`src/rtl/booth2_iter_mul.sv`:
```
// booth2_iter_mul
//   Iterative radix-4 Booth multiplier. It retires one Booth partial product
//   per cycle into a 130-bit accumulator and returns the low 128 bits of the
//   full 64x64 product. Per-operand signedness flags cover
//   MUL/MULH/MULHSU/MULHU.
//
// Ports
//   clk, rst_n          rising-edge clock, async active-low reset
//   flush               synchronous abort; returns to IDLE and drops any result
//   in_valid/in_ready   operand handshake (in_ready = IDLE)
//   op_a, op_b          multiplicand / multiplier (64 b)
//   a_signed, b_signed  two's-complement interpretation per operand
//   out_valid/out_ready result handshake (out_valid = DONE)
//   result              128-bit product, held until overwritten by the next op
module booth2_iter_mul (
  input  logic         clk,
  input  logic         rst_n,
  input  logic         flush,
  input  logic         in_valid,
  output logic         in_ready,
  input  logic [63:0]  op_a,
  input  logic [63:0]  op_b,
  input  logic         a_signed,
  input  logic         b_signed,
  output logic         out_valid,
  input  logic         out_ready,
  output logic [127:0] result
);

  typedef enum logic [1:0] {IDLE, BUSY, DONE} state_t;

  state_t         state, state_nxt;
  logic [129:0]   a_sh;     // multiplicand, pre-shifted by 2i for step i
  logic [65:0]    b_sh;     // multiplier, shifted right by 2i for step i
  logic           b_m1;     // B66[2i-1], zero on step 0
  logic [129:0]   acc, pp, a_x2, acc_nxt;
  logic [5:0]     cnt;
  logic [2:0]     slice;
  logic           ext_a, ext_b, accept, last;

  assign in_ready  = (state == IDLE);
  assign out_valid = (state == DONE);

  always_comb begin
    ext_a   = a_signed & op_a[63];
    ext_b   = b_signed & op_b[63];
    accept  = in_ready & in_valid & ~flush;
    last    = (state == BUSY) && (cnt == 6'd32);
    slice   = {b_sh[1:0], b_m1};
    a_x2    = {a_sh[128:0], 1'b0};
    case (slice)
      3'b001, 3'b010: pp = a_sh;
      3'b011:         pp = a_x2;
      3'b100:         pp = -a_x2;
      3'b101, 3'b110: pp = -a_sh;
      default:        pp = '0;   // 000 / 111
    endcase
    acc_nxt = acc + pp;
  end

  always_comb begin
    state_nxt = state;
    case (state)
      IDLE:    if (in_valid)  state_nxt = BUSY;
      BUSY:    if (last)      state_nxt = DONE;
      DONE:    if (out_ready) state_nxt = IDLE;
      default:                state_nxt = IDLE;
    endcase
    if (flush) state_nxt = IDLE;
  end

  always_ff @(posedge clk or negedge rst_n) begin
    if (!rst_n) state <= IDLE;
    else        state <= state_nxt;
  end

  always_ff @(posedge clk or negedge rst_n) begin
    if (!rst_n) begin
      a_sh   <= '0;
      b_sh   <= '0;
      b_m1   <= 1'b0;
      acc    <= '0;
      cnt    <= '0;
      result <= '0;
    end else if (accept) begin
      // Sign-extend each operand to 66 b, then A on out to the full 130 b.
      a_sh <= {{64{ext_a}}, ext_a, ext_a, op_a};
      b_sh <= {ext_b, ext_b, op_b};
      b_m1 <= 1'b0;
      acc  <= '0;
      cnt  <= '0;
    end else if (state == BUSY) begin
      acc  <= acc_nxt;
      a_sh <= a_sh << 2;
      b_sh <= b_sh >> 2;
      b_m1 <= b_sh[1];
      cnt  <= cnt + 6'd1;
      // A flush on the final step must not leak a partial result.
      if (last && !flush) result <= acc_nxt[127:0];
    end
  end

endmodule
```
`config.mk`:
```
export PLATFORM = sky130hd
export DESIGN_NAME = booth2_iter_mul
export DESIGN_NICKNAME = d
export VERILOG_FILES = /design/src/rtl/booth2_iter_mul.sv
export SDC_FILE = /design/constraint.sdc
export NUM_CORES = 1
export LEC_CHECK = 0
export CELL_PAD_IN_SITES_DETAIL_PLACEMENT = 0
export CELL_PAD_IN_SITES_GLOBAL_PLACEMENT = 1
export CORE_MARGIN = 2
export CORE_UTILIZATION = 30
export DETAILED_ROUTE_END_ITERATION = 12
export GPL_ROUTABILITY_DRIVEN = 0
export PLACE_DENSITY = 0.59
export SLEW_MARGIN = 25
export SYNTH_ARGS = -nofsm -noshare
export SYNTH_HDL_FRONTEND = slang
export SYNTH_SLANG_ARGS = --single-unit
```
`constraint.sdc`:
```
create_clock -name clk -period 6.9 [get_ports clk]
set_input_delay 1.035 -clock clk [delete_from_list [all_inputs] [get_ports clk]]
set_output_delay 1.035 -clock clk [all_outputs]
set_load 0.02 [all_outputs]
```
==> flow_results.org, run 1 <==
** Outcome
- Outcome :: finished, final reports clean

** Pwr
- Total internal power :: 11.19 mW
- Net switching power figure :: 10.54 mW
- The clock network accounts for 16.1% of the total power.
- Across the VDD grid, the largest voltage drop is 0.2896 mV.
- The share of total power dissipated in sequential elements is 19.5%.
- Net switching is 48.50% of the power.
- Gate power share :: 64.4%
- Static Leak :: 18.92 nW
- Power spread over the standard cell area amounts to 504.0 mW/mm^2.

** Critical path
- Required time of the critical path :: 7530 ps
- In this run the critical register-to-register path is captured at acc[117].
- Data arrival time at the worst-slack endpoint :: 7280 ps
- Type of destination of the critical path :: flop
- Depth of the most critical reg-to-reg path :: 27
- The worst register-to-register path begins at a_sh[15].
- The setup check on the worst reg-to-reg path leaves a slack of 240 ps.
- Startpoint types :: flop
- Of all nets on the critical path, the largest fanout is 9.
- The worst setup path is of the flop to flop kind.

** Clock tree
- Source-to-sink clock delay at the later pin of the worst-skew pair :: 730 ps
- TritonCTS created 61 clock buffers.
- Clock transition time at the flip-flop clock pins of the worst setup and hold paths :: 60 ps
- CTS built an H-tree with a depth of 2.
- Clock tree synthesis found a total of 458 sinks.
- Cell at the root of the clock tree :: sky130_fd_sc_hd__clkbuf_16
- TritonCTS built the clock tree.
- In this run, post-CTS hold repair placed 0 buffers.
- The longest clock path from root to sink contains 3 buffers.

** Logic synthesis
- The share of the Yosys chip area taken by registers is 33.92%.
- Synthesis handed over a netlist of 4313 instances.
- Number of enable-type register cells in the synthesized netlist :: 0
- Primary FF master, synth :: sky130_fd_sc_hd__dfrtp_1
- Avg Cell Area, Syn :: 7.835 um^2
- Unique cell type count in the Yosys netlist :: 86
- After synthesis the netlist holds a flip-flop and latch count of 458.
- Summing every instance area after synthesis gives 0.03379 mm^2.
- Synthesis produced a netlist with a net count of 4579.
- Counting flops with an async set or reset pin after synthesis yields a share of 100.0%.
- Yosys warnings :: 0

** Place
- Prior to clock tree synthesis, the placed netlist has a worst setup slack of -397.3 ps.
- Quantity of I/O buffers inserted on ports :: 264
- Half-perimeter wire length after placement :: 104300 um
- After detailed placement, the total cell area comes to 0.04061 mm^2.

** Timing
- Timing-limited maximum frequency :: 0.1503 GHz
- Final Max Tran Viols :: 0
- For the final routed database, the setup TNS stands at 0 ps.
- Fin crit period :: 6655 ps
- For the pin with the worst max-slew slack, the measured transition is 974.0 ps.
- Between clock sinks in the finished design, the worst skew comes to 51.64 ps.
- Count of endpoints failing hold in the final timing report :: 0
- Setup violations remaining at the end of the flow were counted as 0.
- Period utilization :: 96.46%
- Measured against its own limit, the worst slew margin works out to 35.07%.
- Setup slack closes at 244.6 ps.

** Global routing
- Entering global routing, the biggest net connects 142 pins.
- The number of global-route vias before repair was 33810.
- Overall routing resource usage :: 24.12%
- The initial antenna violation count came to 0.
- Global-route wire length before repair :: 217400 um
- Remaining global-route overflow :: 0

** Job
- Max_cap viols :: 0

** Detailed routing
- In the final routed layout, each cell accounts on average for 22.69 um.
- Post-detailed-route via-to-cell ratio :: 5.439
- The first detailed-routing pass took 5 iterations.
- The detailed router finished its first iteration with 2527 violations.
- The detail route stage leaves a number of antenna-violating nets equal to 0.
- For this run, design rule violations remaining after detail routing come to 0.
- The final layout contains routed wiring with a total length of 142800 um.
- The routed layout has 34230 vias.

** Final layout
- Area overhead of the layout relative to synthesis :: 27.54%
- In the final layout, the share of cells above drive strength 1 is 15.51%.
- Layout filler cell count :: 11810
- At the end of the flow, the number of nets in the layout was 5008.
- The number of antenna diodes in the final layout is 0.
- The sequential cells in the finished layout cover a total of 0.01147 mm^2.
- Multi-input combinational cell area :: 0.02097 mm^2
- Once layout is complete, the utilization of the core stands at 38.47%.
- Summed area of non-filler cells in the final layout :: 0.04310 mm^2

** Floorplanning
- During I/O placement, the number of pins put on the boundary was 265.
- Floorplan die height :: 339.6 um
- After floorplanning, the core was sized to cover 0.1120 mm^2.
- After floorplanning, the core was divided into 123 placement rows.
- Measured along the x axis, the die boundary spans 339.6 um.
- For this configuration, the core starts out at a cell density of 30.16%.
- The floorplan step defined a die boundary enclosing 0.1153 mm^2.

** Min path
- In this run the worst hold path is classified as input pin to async pin.
[registers in the layout (all words and copies together), names as in the netlist]
signal	cells
acc	128
cnt	6
a_sh	128
state	2
result	128
b_m1	1
b_sh	65
[stage by stage]
step                total power [mW]  hold slack, ps  cells
global route                   23.27           309.0   6292
detailed placement             18.00           461.7   6174
finish                         21.72           266.5   6292
CTS                            21.63           282.0   6287
floorplan                      12.06           445.8   4313
global placement               18.04           453.2   6174
[area by class of cell]
class / instances / area share (%)
Clock buffer: 79 / 3.954
Clock inverter: 34 / 1.135
Inverter: 66 / 0.5748
Multi-Input combinational cell: 3415 / 48.65
Sequential cell: 458 / 26.61
Tap cell: 1500 / 4.355
Timing Repair Buffer: 740 / 14.72
[layer usage]
layer  track usage, %  vias up  wire (um)
li1                 -    16340          -
met1            33.79    16800      66560
met2            38.75      916      64940
met3            3.013      177       7115
met4            7.070        0       4156
met5                0        -          0
[how the worst max path moves through the flow]
stage	start	end	slack (ps)	cells past startpoint
after floorplan	a_sh[10]	result[124]	660	23
after global placement	a_sh[10]	acc[101]	-140	22
after detailed placement	a_sh[10]	result[101]	-400	22
after CTS	a_sh[10]	result[124]	50	26
after global routing	a_sh[15]	result[122]	-8	25
final	a_sh[15]	acc[117]	240	27
[layout by cell type, fill, tap and decap left out, types with 53 or more instances in the layout]
cell type	instances
sky130_fd_sc_hd__a21o_1	54
sky130_fd_sc_hd__a21oi_1	318
sky130_fd_sc_hd__a22o_1	110
sky130_fd_sc_hd__a22oi_1	196
sky130_fd_sc_hd__buf_4	466
sky130_fd_sc_hd__clkbuf_16	61
sky130_fd_sc_hd__clkdlybuf4s50_1	263
sky130_fd_sc_hd__dfrtp_1	455
sky130_fd_sc_hd__ha_1	128
sky130_fd_sc_hd__inv_1	65
sky130_fd_sc_hd__nand2_1	805
sky130_fd_sc_hd__nand3_1	53
sky130_fd_sc_hd__nand4_1	83
sky130_fd_sc_hd__nor2_1	311
sky130_fd_sc_hd__nor3_1	77
sky130_fd_sc_hd__o21ai_0	370
sky130_fd_sc_hd__or3_1	56
sky130_fd_sc_hd__xnor2_1	135
sky130_fd_sc_hd__xor2_1	126
[worst max-delay path: stages (launching register included)]
cell                        delay, ps
sky130_fd_sc_hd__dfrtp_1          370
sky130_fd_sc_hd__or3_1            410
sky130_fd_sc_hd__or4_4            610
sky130_fd_sc_hd__nor4_4           280
sky130_fd_sc_hd__buf_4            180
sky130_fd_sc_hd__nand4_1          150
sky130_fd_sc_hd__buf_12           230
sky130_fd_sc_hd__nor2_2           170
sky130_fd_sc_hd__and3_1           180
sky130_fd_sc_hd__buf_4            150
sky130_fd_sc_hd__nand4b_1         150
sky130_fd_sc_hd__and2_1           210
sky130_fd_sc_hd__xor2_1           150
sky130_fd_sc_hd__a221oi_1         300
sky130_fd_sc_hd__a31oi_1          120
sky130_fd_sc_hd__ha_1             400
sky130_fd_sc_hd__buf_4            120
sky130_fd_sc_hd__buf_4            100
sky130_fd_sc_hd__nand4_1          180
sky130_fd_sc_hd__or2_2            370
sky130_fd_sc_hd__a221oi_1         310
sky130_fd_sc_hd__a2bb2oi_1        200
sky130_fd_sc_hd__a21oi_1           70
sky130_fd_sc_hd__buf_4            170
sky130_fd_sc_hd__o31a_1           310
sky130_fd_sc_hd__buf_4            170
sky130_fd_sc_hd__or4_1            390
sky130_fd_sc_hd__nand3_1           80
[cell usage after synthesis, types with 25 or more instances]
cell type / number / share of area, %
sky130_fd_sc_hd__a22o_1: 110 / 2.9
sky130_fd_sc_hd__nor4_1: 30 / 0.56
sky130_fd_sc_hd__ha_1: 130 / 4.8
sky130_fd_sc_hd__mux2i_1: 29 / 0.86
sky130_fd_sc_hd__nand2_1: 811 / 9.0
sky130_fd_sc_hd__o21ai_0: 376 / 5.6
sky130_fd_sc_hd__buf_1: 26 / 0.29
sky130_fd_sc_hd__nand4_1: 83 / 1.5
sky130_fd_sc_hd__a21oi_1: 326 / 4.8
sky130_fd_sc_hd__o21bai_1: 41 / 0.91
sky130_fd_sc_hd__nor3_1: 85 / 1.3
sky130_fd_sc_hd__mux2_2: 45 / 1.5
sky130_fd_sc_hd__a31oi_1: 28 / 0.52
sky130_fd_sc_hd__o31ai_1: 27 / 0.60
sky130_fd_sc_hd__or3_1: 58 / 1.1
sky130_fd_sc_hd__or4_1: 29 / 0.64
sky130_fd_sc_hd__dfrtp_1: 458 / 34
sky130_fd_sc_hd__clkbuf_1: 333 / 3.7
sky130_fd_sc_hd__a221oi_1: 25 / 0.65
sky130_fd_sc_hd__o221ai_1: 29 / 0.75
sky130_fd_sc_hd__nand3_1: 55 / 0.81
sky130_fd_sc_hd__a22oi_1: 196 / 4.4
sky130_fd_sc_hd__a21o_1: 54 / 1.2
sky130_fd_sc_hd__xor2_1: 126 / 3.3
sky130_fd_sc_hd__inv_1: 65 / 0.72
sky130_fd_sc_hd__o21a_1: 25 / 0.56
sky130_fd_sc_hd__xnor2_1: 136 / 3.5
sky130_fd_sc_hd__nor2_1: 320 / 3.6
[power groups by stage]
stage          Clock, mW  Sequential, mW  Combinational, mW
6_report            3.49            4.24               14.0
5_1_grt             3.68            4.36               15.2
4_1_cts             3.58            4.24               13.8
3_5_place_dp           0            4.27               13.7
3_3_place_gp           0            4.28               13.8
2_1_floorplan          0            4.10               7.96
[logic make-up (layout without fill, tap and decap cells)]
| group | Yosys count | in the layout | synth area share (%) |
|---|---|---|---|
| AO/OA/AOI/OAI | 1367 | 1367 | 25.98 |
| XOR/XNOR | 263 | 263 | 6.839 |
| adder cells (fa/ha/maj) | 131 | 131 | 4.873 |
| buffers and inverters | 440 | 919 | 5.021 |
| flip-flops | 458 | 458 | 33.92 |
| multiplexers | 74 | 74 | 2.359 |
| AND/OR/NAND/NOR | 1580 | 1580 | 21.01 |
[what timing repair did]
item / CTS / global route
resized for setup: 7 / 58
setup buffers: 0 / 5
setup endpoints to repair: 27 / 78
endpoints found under the hold margin: 0 / 0
pin swaps: 1 / 11
No activity file was read; power rests on OpenSTA's default activity.
==> inputs of run 2 (changes only) <==
- PLACE_DENSITY: 0.59 -> 0.56
==> run 2 against run 1 <==
Fmax barely moved. Wire length rose by 2.0%. Critical endpoint is now result[119]. Highest routed layer is now met5. Hold slack improved by 69 ps. Clock-buffer cell count fell by 10.
==> flow_results.org, run 2 (synthesis gave the netlist of run 1 again) <==
** Detailed routing
- Signal routing reaches up to met5.
- Detailed routing inserted a total of 34100 vias.
- After detailed routing, the number of vias per cell comes to 5.462.
- The detailed router finished its first iteration with 2605 violations.
- Number of detailed-route iterations in the first pass :: 5
- After detailed routing, the number of remaining DRC violations is 0.
- In the detailed route, the total length drawn on met3 is 7481 um.
- Wire length on met2 :: 66140 um
- Once detail routing completed, the nets flagged for antenna violations numbered 0.
- DRT met1 WL :: 67870 um
- Post-DR wirelength/cell :: 23.33 um
- Wire length after detailed routing :: 145700 um

** Floorplanning
- Initial core utilization :: 30.16%
- During I/O placement, the number of pins put on the boundary was 265.
- Floorplan die height :: 339.6 um
- Core outline area :: 0.1120 mm^2
- Measured along the x axis, the die boundary spans 339.6 um.
- FP Rows :: 123
- The die covers 0.1153 mm^2.

** Final layout
- At the end of the flow the core is filled with cells to 38.19%.
- Cells with a size suffix above 1 make up 15.05% of the layout.
- Total number of nets in the final design :: 4965
- Top library cells by usage in the layout, fill and taps aside :: sky130_fd_sc_hd__nand2_1 (804), sky130_fd_sc_hd__dfrtp_1 (455), sky130_fd_sc_hd__buf_4 (429), sky130_fd_sc_hd__o21ai_0 (364), sky130_fd_sc_hd__a21oi_1 (314)
- Antenna diode instance count :: 0
- Summed area of non-filler cells in the final layout :: 0.04279 mm^2
- Biggest regs :: a_sh (128), acc (128), result (128)
- Area overhead of the layout relative to synthesis :: 26.63%
- Most common library cell in the layout ignoring fill and taps :: sky130_fd_sc_hd__nand2_1

** Critical path
- In this run the worst setup path begins at a_sh[10].
- Cell type of the slowest stage on the worst timing path :: sky130_fd_sc_hd__or4_4
- Type of destination of the critical path :: flop
- Traced cell by cell, the critical path runs through or3_1, or4_4, or2_1, nor2_1, nand4_1, or2_2, or4_1, mux2i_1, o22ai_1, a221o_1, ha_1, nand2_1, o21a_1, o21ai_1, a221o_1, a211o_1, a41oi_4, buf_4, o21ai_0, buf_4, a21oi_4, xnor2_1, mux2_2.
- Counting buffers and inverters, the worst setup path is 23 cells deep.
- In this run the register-to-register setup slack is 240 ps.
- Data arrival time at the worst-slack endpoint :: 7210 ps
- The kind of cell with the highest combined delay along the critical path is simple AND/OR/NAND/NOR gates.
- End of the worst register-to-register path :: result[119]
- Startpoint types :: flop
- Worst-path maximum fanout :: 7
- Buffers plus inverters on the worst setup path :: 2
- Required time of the critical path :: 7460 ps
- Depth of the most critical reg-to-reg path :: 23
- Following the worst setup path forward leads to its endpoint at result[119].
- Startpoint-to-endpoint class of the critical path :: flop to flop
- FF-to-FF Start :: a_sh[10]
- For this run, the slowest stage of the critical path takes 600 ps.

** Clock tree
- The longest clock path from root to sink contains 3 buffers.
- In this run, post-CTS hold repair placed 0 buffers.
- CTS Sinks :: 458
- Source-to-sink clock delay at the later pin of the worst-skew pair :: 720 ps
- After clock tree synthesis, the clock-pin slew on the worst setup and hold paths is 60 ps.
- Clock tree from TritonCTS :: done
- Number of clock buffers inserted by TritonCTS :: 58
- Level count of the clock H-tree :: 2
- CTS placed an instance of sky130_fd_sc_hd__clkbuf_16 at the clock tree root.

** Pwr
- Power per standard cell area :: 503.1 mW/mm^2
- After layout, the design draws a total of 21.53 mW.
- Static Leak :: 18.71 nW
- The worst-case IR drop observed on VDD is 0.2490 mV.

** Timing
- Timing-limited maximum frequency :: 0.1502 GHz
- Setup TNS :: 0 ps
- Smallest hold slack :: 335.2 ps
- Across the routed clock network, the largest skew measured is 58.12 ps.
- Setup repair after global routing missed its margin :: true
- Worst-Margin Slew :: 1004 ps
- The total count of hold-check failures in the final report was 0.
- Fin crit period :: 6657 ps
- Period utilization :: 96.47%
- Final Max Tran Viols :: 0
- Number of setup violations in the final report :: 0
- Worst slew margin relative to its limit :: 33.08%

** Place
- Post-Place Cell Area :: 0.04025 mm^2
- Port buffering added 264 buffers.
- Half-perimeter wire length after placement :: 106400 um

** Global routing
- The number of global-route vias before repair is 33530.
- Largest net degree at the start of global routing :: 172
- After global routing the overflow that remains totals 0.
- The first global-routing pass estimated 219700 um of wire.
- Overall routing resource usage :: 24.58%
- Antenna violations before repair :: 2

** Job
- Max_cap viols :: 0

** Min path
- Class of the tightest hold or removal check :: input pin to async pin

** Outcome
- The run finished with clean final reports.
[run 2: cell types whose count changed in the layout (fill, tap and decap cells not counted), sizes merged]
cell      previous run  this run
buf                477       437
bufinv               9        11
clkbuf              79        69
clkinv              20        17
clkinvlp             6         4
inv                 65        69
[run 2: timing repair]
action / CTS / global route
endpoints found under the setup margin: 34 / 96
pin swaps: 0 / 15
setup buffers: 0 / 7
resized for setup: 10 / 81
[run 2: layout make-up]
cell class	count	area (um^2)
clock buffers	69	1563
multi-input cells	3415	21080
repair buffers	700	6000
fillers	11830	69250
flip-flops and latches	458	11470
inverters	66	247.7
well taps	1500	1877
clock inverters	35	558.0
[run 2: power by group]
part | internal [mW] | leakage, nW | switching [mW]
Combinational | 5.44 | 11.8 | 8.42
Sequential | 3.50 | 5.83 | 0.736
Clock | 2.04 | 1.03 | 1.40
Total | 11.0 | 18.7 | 10.5
[run 2: per-stage QoR]
stage | setup WS, ps | cells
after floorplan | 662.4 | 4313
after global placement | -213.7 | 6132
after detailed placement | -301.7 | 6132
after CTS | 0.2398 | 6236
after global routing | -7.653 | 6243
final | 243.4 | 6243
[run 2: metal layers]
metal	up-vias	global-route usage (%)
met1	16720	34.44
met5	-	0
met2	965	39.51
li1	16240	-
met4	4	6.582
met3	169	3.433
[run 2: how the worst min path moves through the flow]
stage	depth (start not counted)	endpoint	start
global route	1	b_sh[27]	rst_n
global placement	2	result[76]	result[76]
floorplan	2	b_sh[2]	b_sh[2]
finish	1	b_sh[27]	rst_n
detailed placement	2	result[89]	result[89]
CTS	1	b_sh[27]	rst_n
